## src/rtl/systolic_mm_pkg.sv

```systemverilog
// Shared definitions for the N x N output-stationary systolic multiplier.
//   state_t    : controller states (IDLE, LOAD, DRAIN, OUT)
//   acc_width  : minimum overflow-free accumulator width for bw-bit operands, n terms
//   ext_val    : sign- or zero-extends the low w bits of a value to EXT_W bits
package systolic_mm_pkg;

  typedef enum logic [1:0] {
    IDLE  = 2'd0,
    LOAD  = 2'd1,
    DRAIN = 2'd2,
    OUT   = 2'd3
  } state_t;

  localparam int EXT_W = 128;

  function automatic int acc_width(input int bw, input int n);
    return 2 * bw + $clog2(n);
  endfunction

  // Bits at and above w are replaced by copies of bit w-1 (sgn=1) or by zero.
  function automatic logic [EXT_W-1:0] ext_val(input logic [EXT_W-1:0] v,
                                               input int w, input bit sgn);
    logic [EXT_W-1:0] hi_mask;
    hi_mask = {EXT_W{1'b1}} << w;
    if (sgn && (((v >> (w - 1)) & EXT_W'(1)) != '0)) return v | hi_mask;
    return v & ~hi_mask;
  endfunction

endpackage

```

## src/rtl/systolic_pe.sv

```systemverilog
// One processing element of the systolic grid.
//   clk, rst_n : clock, asynchronous active-low reset
//   clr        : synchronous clear of accumulator and forwarding registers
//   a_in, b_in : operands arriving from the left / from above
//   a_out      : a_in registered, passed to the right neighbour
//   b_out      : b_in registered, passed to the neighbour below
//   acc        : running sum of a_in * b_in
module systolic_pe
  import systolic_mm_pkg::*;
#(
  parameter int BW     = 8,
  parameter int ACC_W  = 18,
  parameter int SIGNED = 0
) (
  input  logic             clk,
  input  logic             rst_n,
  input  logic             clr,
  input  logic [BW-1:0]    a_in,
  input  logic [BW-1:0]    b_in,
  output logic [BW-1:0]    a_out,
  output logic [BW-1:0]    b_out,
  output logic [ACC_W-1:0] acc
);

  logic [2*BW-1:0]  a_x;
  logic [2*BW-1:0]  b_x;
  logic [2*BW-1:0]  prod;
  logic [ACC_W-1:0] prod_ext;

  // Operands are widened to 2*BW first, so the 2*BW-bit product is exact
  // for both signed and unsigned interpretation.
  always_comb begin
    if (SIGNED != 0) begin
      a_x = {{BW{a_in[BW-1]}}, a_in};
      b_x = {{BW{b_in[BW-1]}}, b_in};
    end else begin
      a_x = {{BW{1'b0}}, a_in};
      b_x = {{BW{1'b0}}, b_in};
    end
    prod     = a_x * b_x;
    prod_ext = ACC_W'(ext_val(EXT_W'(prod), 2 * BW, SIGNED != 0));
  end

  always_ff @(posedge clk or negedge rst_n) begin
    if (!rst_n) begin
      a_out <= '0;
      b_out <= '0;
      acc   <= '0;
    end else if (clr) begin
      a_out <= '0;
      b_out <= '0;
      acc   <= '0;
    end else begin
      a_out <= a_in;
      b_out <= b_in;
      acc   <= acc + prod_ext;
    end
  end

endmodule

```

## src/rtl/systolic_mm_n.sv

```systemverilog
// N x N output-stationary systolic matrix multiplier, Y = A * B.
//   clk, rst_n         : clock, asynchronous active-low reset
//   in_valid/in_ready  : input beat handshake; beat k carries column k of A
//                        (a_col, A[i][k] at [i*BW +: BW]) and row k of B
//                        (b_row, B[k][j] at [j*BW +: BW])
//   out_valid/out_ready: result row handshake; y_row holds Y[r][j] at
//                        [j*ACC_W +: ACC_W], y_row_idx holds r
//   busy               : high in every state but IDLE
//   state_dbg          : current controller state
// Handshakes: a transfer happens on a rising edge where valid and ready are
// both high; valid never depends on ready, and y_row/y_row_idx hold while
// out_valid is high and out_ready is low.
module systolic_mm_n
  import systolic_mm_pkg::*;
#(
  parameter int N      = 3,
  parameter int BW     = 8,
  parameter int SIGNED = 0,
  parameter int ACC_W  = acc_width(BW, N)
) (
  input  logic                     clk,
  input  logic                     rst_n,
  input  logic                     in_valid,
  output logic                     in_ready,
  input  logic [N*BW-1:0]          a_col,
  input  logic [N*BW-1:0]          b_row,
  output logic                     out_valid,
  input  logic                     out_ready,
  output logic [N*ACC_W-1:0]       y_row,
  output logic [$clog2(N)-1:0]     y_row_idx,
  output logic                     busy,
  output logic [1:0]               state_dbg
);

  localparam int RW = $clog2(N);
  localparam int DW = $clog2(2 * N);

  state_t state, state_nxt;

  logic [RW-1:0] beat_cnt;
  logic [RW-1:0] row_idx;
  logic [DW-1:0] drain_cnt;
  logic          beat_fire, last_beat;
  logic          row_fire, last_row;
  logic          drain_done;
  logic          acc_clr;

  logic [BW-1:0]    a_inj [N];
  logic [BW-1:0]    b_inj [N];
  logic [BW-1:0]    a_h   [N][N];
  logic [BW-1:0]    b_v   [N][N];
  logic [ACC_W-1:0] acc_g [N][N];

  assign in_ready  = (state == LOAD);
  assign out_valid = (state == OUT);
  assign busy      = (state != IDLE);
  assign state_dbg = state;
  assign y_row_idx = row_idx;

  assign beat_fire  = in_valid && in_ready;
  assign last_beat  = beat_fire && (beat_cnt == RW'(N - 1));
  assign row_fire   = out_valid && out_ready;
  assign last_row   = row_fire && (row_idx == RW'(N - 1));
  assign drain_done = (state == DRAIN) && (drain_cnt == DW'(2 * N - 2));
  assign acc_clr    = last_row;

  // ---------------- controller ----------------
  always_ff @(posedge clk or negedge rst_n) begin
    if (!rst_n) state <= IDLE;
    else        state <= state_nxt;
  end

  always_comb begin
    state_nxt = state;
    case (state)
      IDLE:    state_nxt = LOAD;
      LOAD:    if (last_beat)  state_nxt = DRAIN;
      DRAIN:   if (drain_done) state_nxt = OUT;
      OUT:     if (last_row)   state_nxt = IDLE;
      default: state_nxt = IDLE;
    endcase
  end

  always_ff @(posedge clk or negedge rst_n) begin
    if (!rst_n) begin
      beat_cnt  <= '0;
      drain_cnt <= '0;
      row_idx   <= '0;
    end else begin
      if (last_beat)      beat_cnt <= '0;
      else if (beat_fire) beat_cnt <= beat_cnt + 1'b1;

      if (state == DRAIN && !drain_done) drain_cnt <= drain_cnt + 1'b1;
      else                               drain_cnt <= '0;

      if (last_row)      row_idx <= '0;
      else if (row_fire) row_idx <= row_idx + 1'b1;
    end
  end

  // ---------------- operand injection and skew ----------------
  // Anything other than an accepted beat injects zeros, so bubbles and the
  // drain phase contribute nothing to the sums.
  always_comb begin
    for (int i = 0; i < N; i++) begin
      a_inj[i] = beat_fire ? a_col[i*BW +: BW] : '0;
      b_inj[i] = beat_fire ? b_row[i*BW +: BW] : '0;
    end
  end

  // Lane i is delayed i cycles so that A[i][k] and B[k][j] meet in PE(i,j)
  // on the same edge: both travel i + j register stages in total.
  for (genvar i = 0; i < N; i++) begin : g_skew
    if (i == 0) begin : g_direct
      assign a_h[0][0] = a_inj[0];
      assign b_v[0][0] = b_inj[0];
    end else begin : g_delay
      logic [BW-1:0] a_sr [i];
      logic [BW-1:0] b_sr [i];
      always_ff @(posedge clk or negedge rst_n) begin
        if (!rst_n) begin
          for (int s = 0; s < i; s++) begin
            a_sr[s] <= '0;
            b_sr[s] <= '0;
          end
        end else if (acc_clr) begin
          for (int s = 0; s < i; s++) begin
            a_sr[s] <= '0;
            b_sr[s] <= '0;
          end
        end else begin
          a_sr[0] <= a_inj[i];
          b_sr[0] <= b_inj[i];
          for (int s = 1; s < i; s++) begin
            a_sr[s] <= a_sr[s-1];
            b_sr[s] <= b_sr[s-1];
          end
        end
      end
      assign a_h[i][0] = a_sr[i-1];
      assign b_v[0][i] = b_sr[i-1];
    end
  end

  // ---------------- PE grid ----------------
  for (genvar i = 0; i < N; i++) begin : g_row
    for (genvar j = 0; j < N; j++) begin : g_col
      logic [BW-1:0] a_fwd;
      logic [BW-1:0] b_fwd;

      systolic_pe #(
        .BW    (BW),
        .ACC_W (ACC_W),
        .SIGNED(SIGNED)
      ) u_pe (
        .clk  (clk),
        .rst_n(rst_n),
        .clr  (acc_clr),
        .a_in (a_h[i][j]),
        .b_in (b_v[i][j]),
        .a_out(a_fwd),
        .b_out(b_fwd),
        .acc  (acc_g[i][j])
      );

      // Operands leaving the right and bottom edges are simply dropped.
      if (j < N - 1) begin : g_a_pass
        assign a_h[i][j+1] = a_fwd;
      end else begin : g_a_end
        logic [BW-1:0] a_spill_unused;
        assign a_spill_unused = a_fwd;
      end

      if (i < N - 1) begin : g_b_pass
        assign b_v[i+1][j] = b_fwd;
      end else begin : g_b_end
        logic [BW-1:0] b_spill_unused;
        assign b_spill_unused = b_fwd;
      end
    end
  end

  // ---------------- output row mux ----------------
  // Only presented in OUT so partial sums never appear on y_row.
  always_comb begin
    y_row = '0;
    if (state == OUT) begin
      for (int j = 0; j < N; j++) begin
        y_row[j*ACC_W +: ACC_W] = acc_g[row_idx][j];
      end
    end
  end

endmodule

```

## config.mk

```make
export PLATFORM = sky130hd
export DESIGN_NAME = systolic_mm_n
export DESIGN_NICKNAME = d
export VERILOG_FILES = /design/src/rtl/systolic_mm_pkg.sv /design/src/rtl/systolic_pe.sv /design/src/rtl/systolic_mm_n.sv
export SDC_FILE = /design/constraint.sdc
export NUM_CORES = 2
export LEC_CHECK = 0
export CAP_MARGIN = 10
export CORE_MARGIN = 2
export CORE_UTILIZATION = 55
export CTS_CLUSTER_DIAMETER = 80
export CTS_CLUSTER_SIZE = 28
export DETAILED_ROUTE_END_ITERATION = 10
export GPL_ROUTABILITY_DRIVEN = 0
export PLACE_DENSITY = 0.72
export REMOVE_ABC_BUFFERS = 1
export SYNTH_ARGS = -nofsm -noshare
export SYNTH_HDL_FRONTEND = slang
export SYNTH_SLANG_ARGS = --single-unit
```

## constraint.sdc

```tcl
create_clock -name clk -period 9.74 [get_ports clk]
set_input_delay 1.948 -clock clk [delete_from_list [all_inputs] [get_ports clk]]
set_output_delay 1.948 -clock clk [all_outputs]
set_load 0.02 [all_outputs]
```

==> flow_metrics.env <==
export IMPL_run_status="finished, final reports clean"
export IMPL_synth_area_leaders="fa_1, dfrtp_1, ha_1"
export IMPL_p_clk_frac=0.157
export IMPL_cts_buffers=27
export IMPL_ant_nets=0
export IMPL_diodes=0
export IMPL_cts_sinks=315
export IMPL_cp_arrival_ns=7.59
export IMPL_syn_cell_area_mm2=0.03516
export IMPL_clk_path_buf_depth=3
export IMPL_synth_most_common_cell="inv_1"
export IMPL_hp_class="flip-flop to flip-flop"
export IMPL_wl_per_cell_um=17.00
export IMPL_grt_pass1_wl_um=137200
export IMPL_finalWorstSetupSlack_ns=2.605
export IMPL_async_flop_share=1.000
export IMPL_post_cts_buffers=0
export IMPL_finalClockSkew_ns=0.01726
export IMPL_multi_input_area_mm2=0.02367
export IMPL_drc_errors=0
export IMPL_cts_max_level=1
export IMPL_ys_seq_area_frac=0.2242
export IMPL_coreArea_mm2=0.06320
export IMPL_cts_tree="built"
export IMPL_drt_initial_drc_count=1249
export IMPL_worst_slew_pin_slew_ns=1.024
export IMPL_synthFlopType="dfrtp_1"
export IMPL_die_width_um=256.8
export IMPL_path_clk_slew_ns=0.08
export IMPL_drv_cap=0
export IMPL_max_freq_ghz=0.1402
export IMPL_area_delta_synth_final_pct=8.419
export IMPL_regArea_mm2=0.007885
export IMPL_grt_ovfl_total=0
export IMPL_clock_latency_ns=0.60
export IMPL_row_count=92
export IMPL_dr_pass1_iters=5
export IMPL_synth_distinct_cells=56
export IMPL_power_density_mw_per_mm2=203.4
export IMPL_dp_hpwl_um=63560
export IMPL_final_nets=4764
export IMPL_swShare=0.4755
export IMPL_rsz0062_at_grt="no"
export IMPL_hold_buffers=0
export IMPL_synth_top_area_share=0.2562
export IMPL_start_kind="input pin"
export IMPL_viasPerCell=5.280
export IMPL_seq_power_share=0.301
export IMPL_slew_headroom=0.3171
export IMPL_tns_ns=0
export IMPL_cp_required_ns=10.19
export IMPL_io_pins=113
export IMPL_pre_cts_ws_ns=2.012
export IMPL_fillers=5492
export IMPL_drive_gt1_frac=0.02197
export IMPL_comb_power_share=0.542
export IMPL_switchingPower_mw=3.687
export IMPL_start_util=0.5564
export IMPL_worstPathMaxFanout=54
export IMPL_period_minus_slack_ns=7.135
export IMPL_p_leak_nw=19.74
export IMPL_vias=25130
export IMPL_synth_common_cells="inv_1, and2_1, fa_1"
export IMPL_netlist_instances=3831
export IMPL_antenna_found_initial=2
export IMPL_drv_slew=0
export IMPL_synth_edf_count=0
export IMPL_postSynthAreaPerCell_um2=9.178
export IMPL_finalWirelength_um=80940
export IMPL_criticalPathCategory="input pin to flip-flop"
export IMPL_grt_pass1_vias=26670
export IMPL_final_period_utilization=0.7325
export IMPL_cts_resized=0
export IMPL_end_kind="flip-flop"
export IMPL_dieArea_mm2=0.06597
export IMPL_cts_root_buf="clkbuf_16"
export IMPL_port_buffers=112
export IMPL_grt_max_degree=148
export IMPL_final_util=0.6033
export IMPL_internal_power_mw=4.067
export IMPL_die_y_um=256.8
export IMPL_ys_seq_elements=315
export IMPL_setup_viol=0
export IMPL_grt_usage=0.2598
export IMPL_yosys_area_top_type="fa_1"
export IMPL_hold_viol_final=0
export IMPL_irDropWorstVdd_mv=0.1647
export IMPL_yosys_warnings=0
cell usage in the layout, fill, tap and decap left out, types with 5 or more instances in the layout:
cell type,synthesis,layout
buf_4,0,10
nor2_1,172,171
xor2_1,32,32
clkdlybuf4s50_1,0,111
a31oi_1,7,7
clkbuf_16,0,27
o211ai_1,7,7
and3_1,90,89
o21a_1,24,24
o21bai_1,17,17
dfrtp_1,315,313
xnor2_1,52,52
a21boi_0,5,5
mux2i_1,58,58
nor2b_1,32,31
o31ai_1,7,7
or3_1,7,7
nor3_1,39,39
a21o_1,39,39
nand2_1,293,293
nand3_1,37,36
nand4_1,7,7
fa_1,450,450
clkinv_8,0,6
and2_1,502,501
a211oi_1,39,39
a21oi_1,97,97
o21ai_0,114,114
inv_1,876,876
nand2b_1,9,9
ha_1,368,367
metal layers:
layer	vias to the layer above	GRT usage	share of wire
met2	526	0.4532	0.50
met5	-	0	0
met3	154	0.02550	0.036
met4	0	0.1050	0.046
met1	12560	0.3325	0.42
li1	11890	-	-
power by group through the flow:
stage	combinational (mW)	sequential, mW	clock (mW)
floorplan	3.08	2.09	0
global placement	4.09	2.36	0
detailed placement	4.21	2.36	0
CTS	4.24	2.34	1.25
global route	4.87	2.38	1.29
finish	4.20	2.34	1.22
path summary, 6_finish.rpt:
check	from	end	slack [ns]	depth (start not counted)
setup / recovery	in_valid	g_row[0].g_col[0].u_pe.acc[15]	2.60	18
setup reg to reg	state_dbg[1]	g_row[0].g_col[0].u_pe.acc[15]	3.69	19
hold / removal	g_skew[2].g_delay.a_sr[8]	a_h[16]	0.45	1
min in group asynchronous	rst_n	b_v[50]	1.36	1
hold reg to reg	g_skew[2].g_delay.a_sr[8]	a_h[16]	0.45	1
max in group asynchronous	rst_n	g_skew[1].g_delay.a_sr[3]	6.96	2
state kept, by name, indices dropped and copies added, names as in the netlist:
name                    cells
a_h                         8
b_v                         8
beat_cnt                    2
drain_cnt                   3
g_row.g_col.u_pe.a_out     48
g_row.g_col.u_pe.acc      162
g_row.g_col.u_pe.b_out     48
g_skew.g_delay.a_sr        16
g_skew.g_delay.b_sr        16
state_dbg                   2
y_row_idx                   2
critical path, stage by stage:
cell and delay [ns]:
clkdlybuf4s50_1 0.53, and2_2 0.62, buf_4 0.53, nand3_1 0.18, fa_1 0.56, inv_1 0.05, fa_1 0.48, fa_1 0.49
inv_1 0.05, fa_1 0.47, inv_1 0.04, ha_1 0.36, o21ai_0 0.20, nand2_1 0.09, and3_1 0.19, a2111oi_0 0.49
or3_1 0.17, a21oi_1 0.06
cell type report:
| type | count | share of cell area |
|---|---|---|
| Sequential cell | 315 | 0.2068 |
| Timing Repair Buffer | 123 | 0.03203 |
| Inverter | 876 | 0.08625 |
| Multi-Input combinational cell | 2551 | 0.6210 |
| Clock inverter | 21 | 0.008041 |
| Clock buffer | 28 | 0.01808 |
| Tap cell | 846 | 0.02777 |
kinds of logic after synthesis:
logic type	Yosys count	synth area share
adder cells (fa/ha/maj)	818	0.3871
multiplexers	58	0.01651
XOR/XNOR	84	0.02092
buffers and inverters	965	0.1033
AO/OA/AOI/OAI	391	0.06996
AND/OR/NAND/NOR	1200	0.1780
flip-flops	315	0.2242
per-stage QoR:
stage	instances	power [mW]	hold WS, ns	instance area, µm²
finish	4760	7.754	0.4508	38120
CTS	4760	7.828	0.4532	38120
floorplan	3742	5.170	0.4277	34820
detailed placement	4711	6.570	0.4330	37130
global placement	4711	6.448	0.4294	37130
global route	4760	8.540	0.4728	38120
Power figures use the tool's default switching activity.
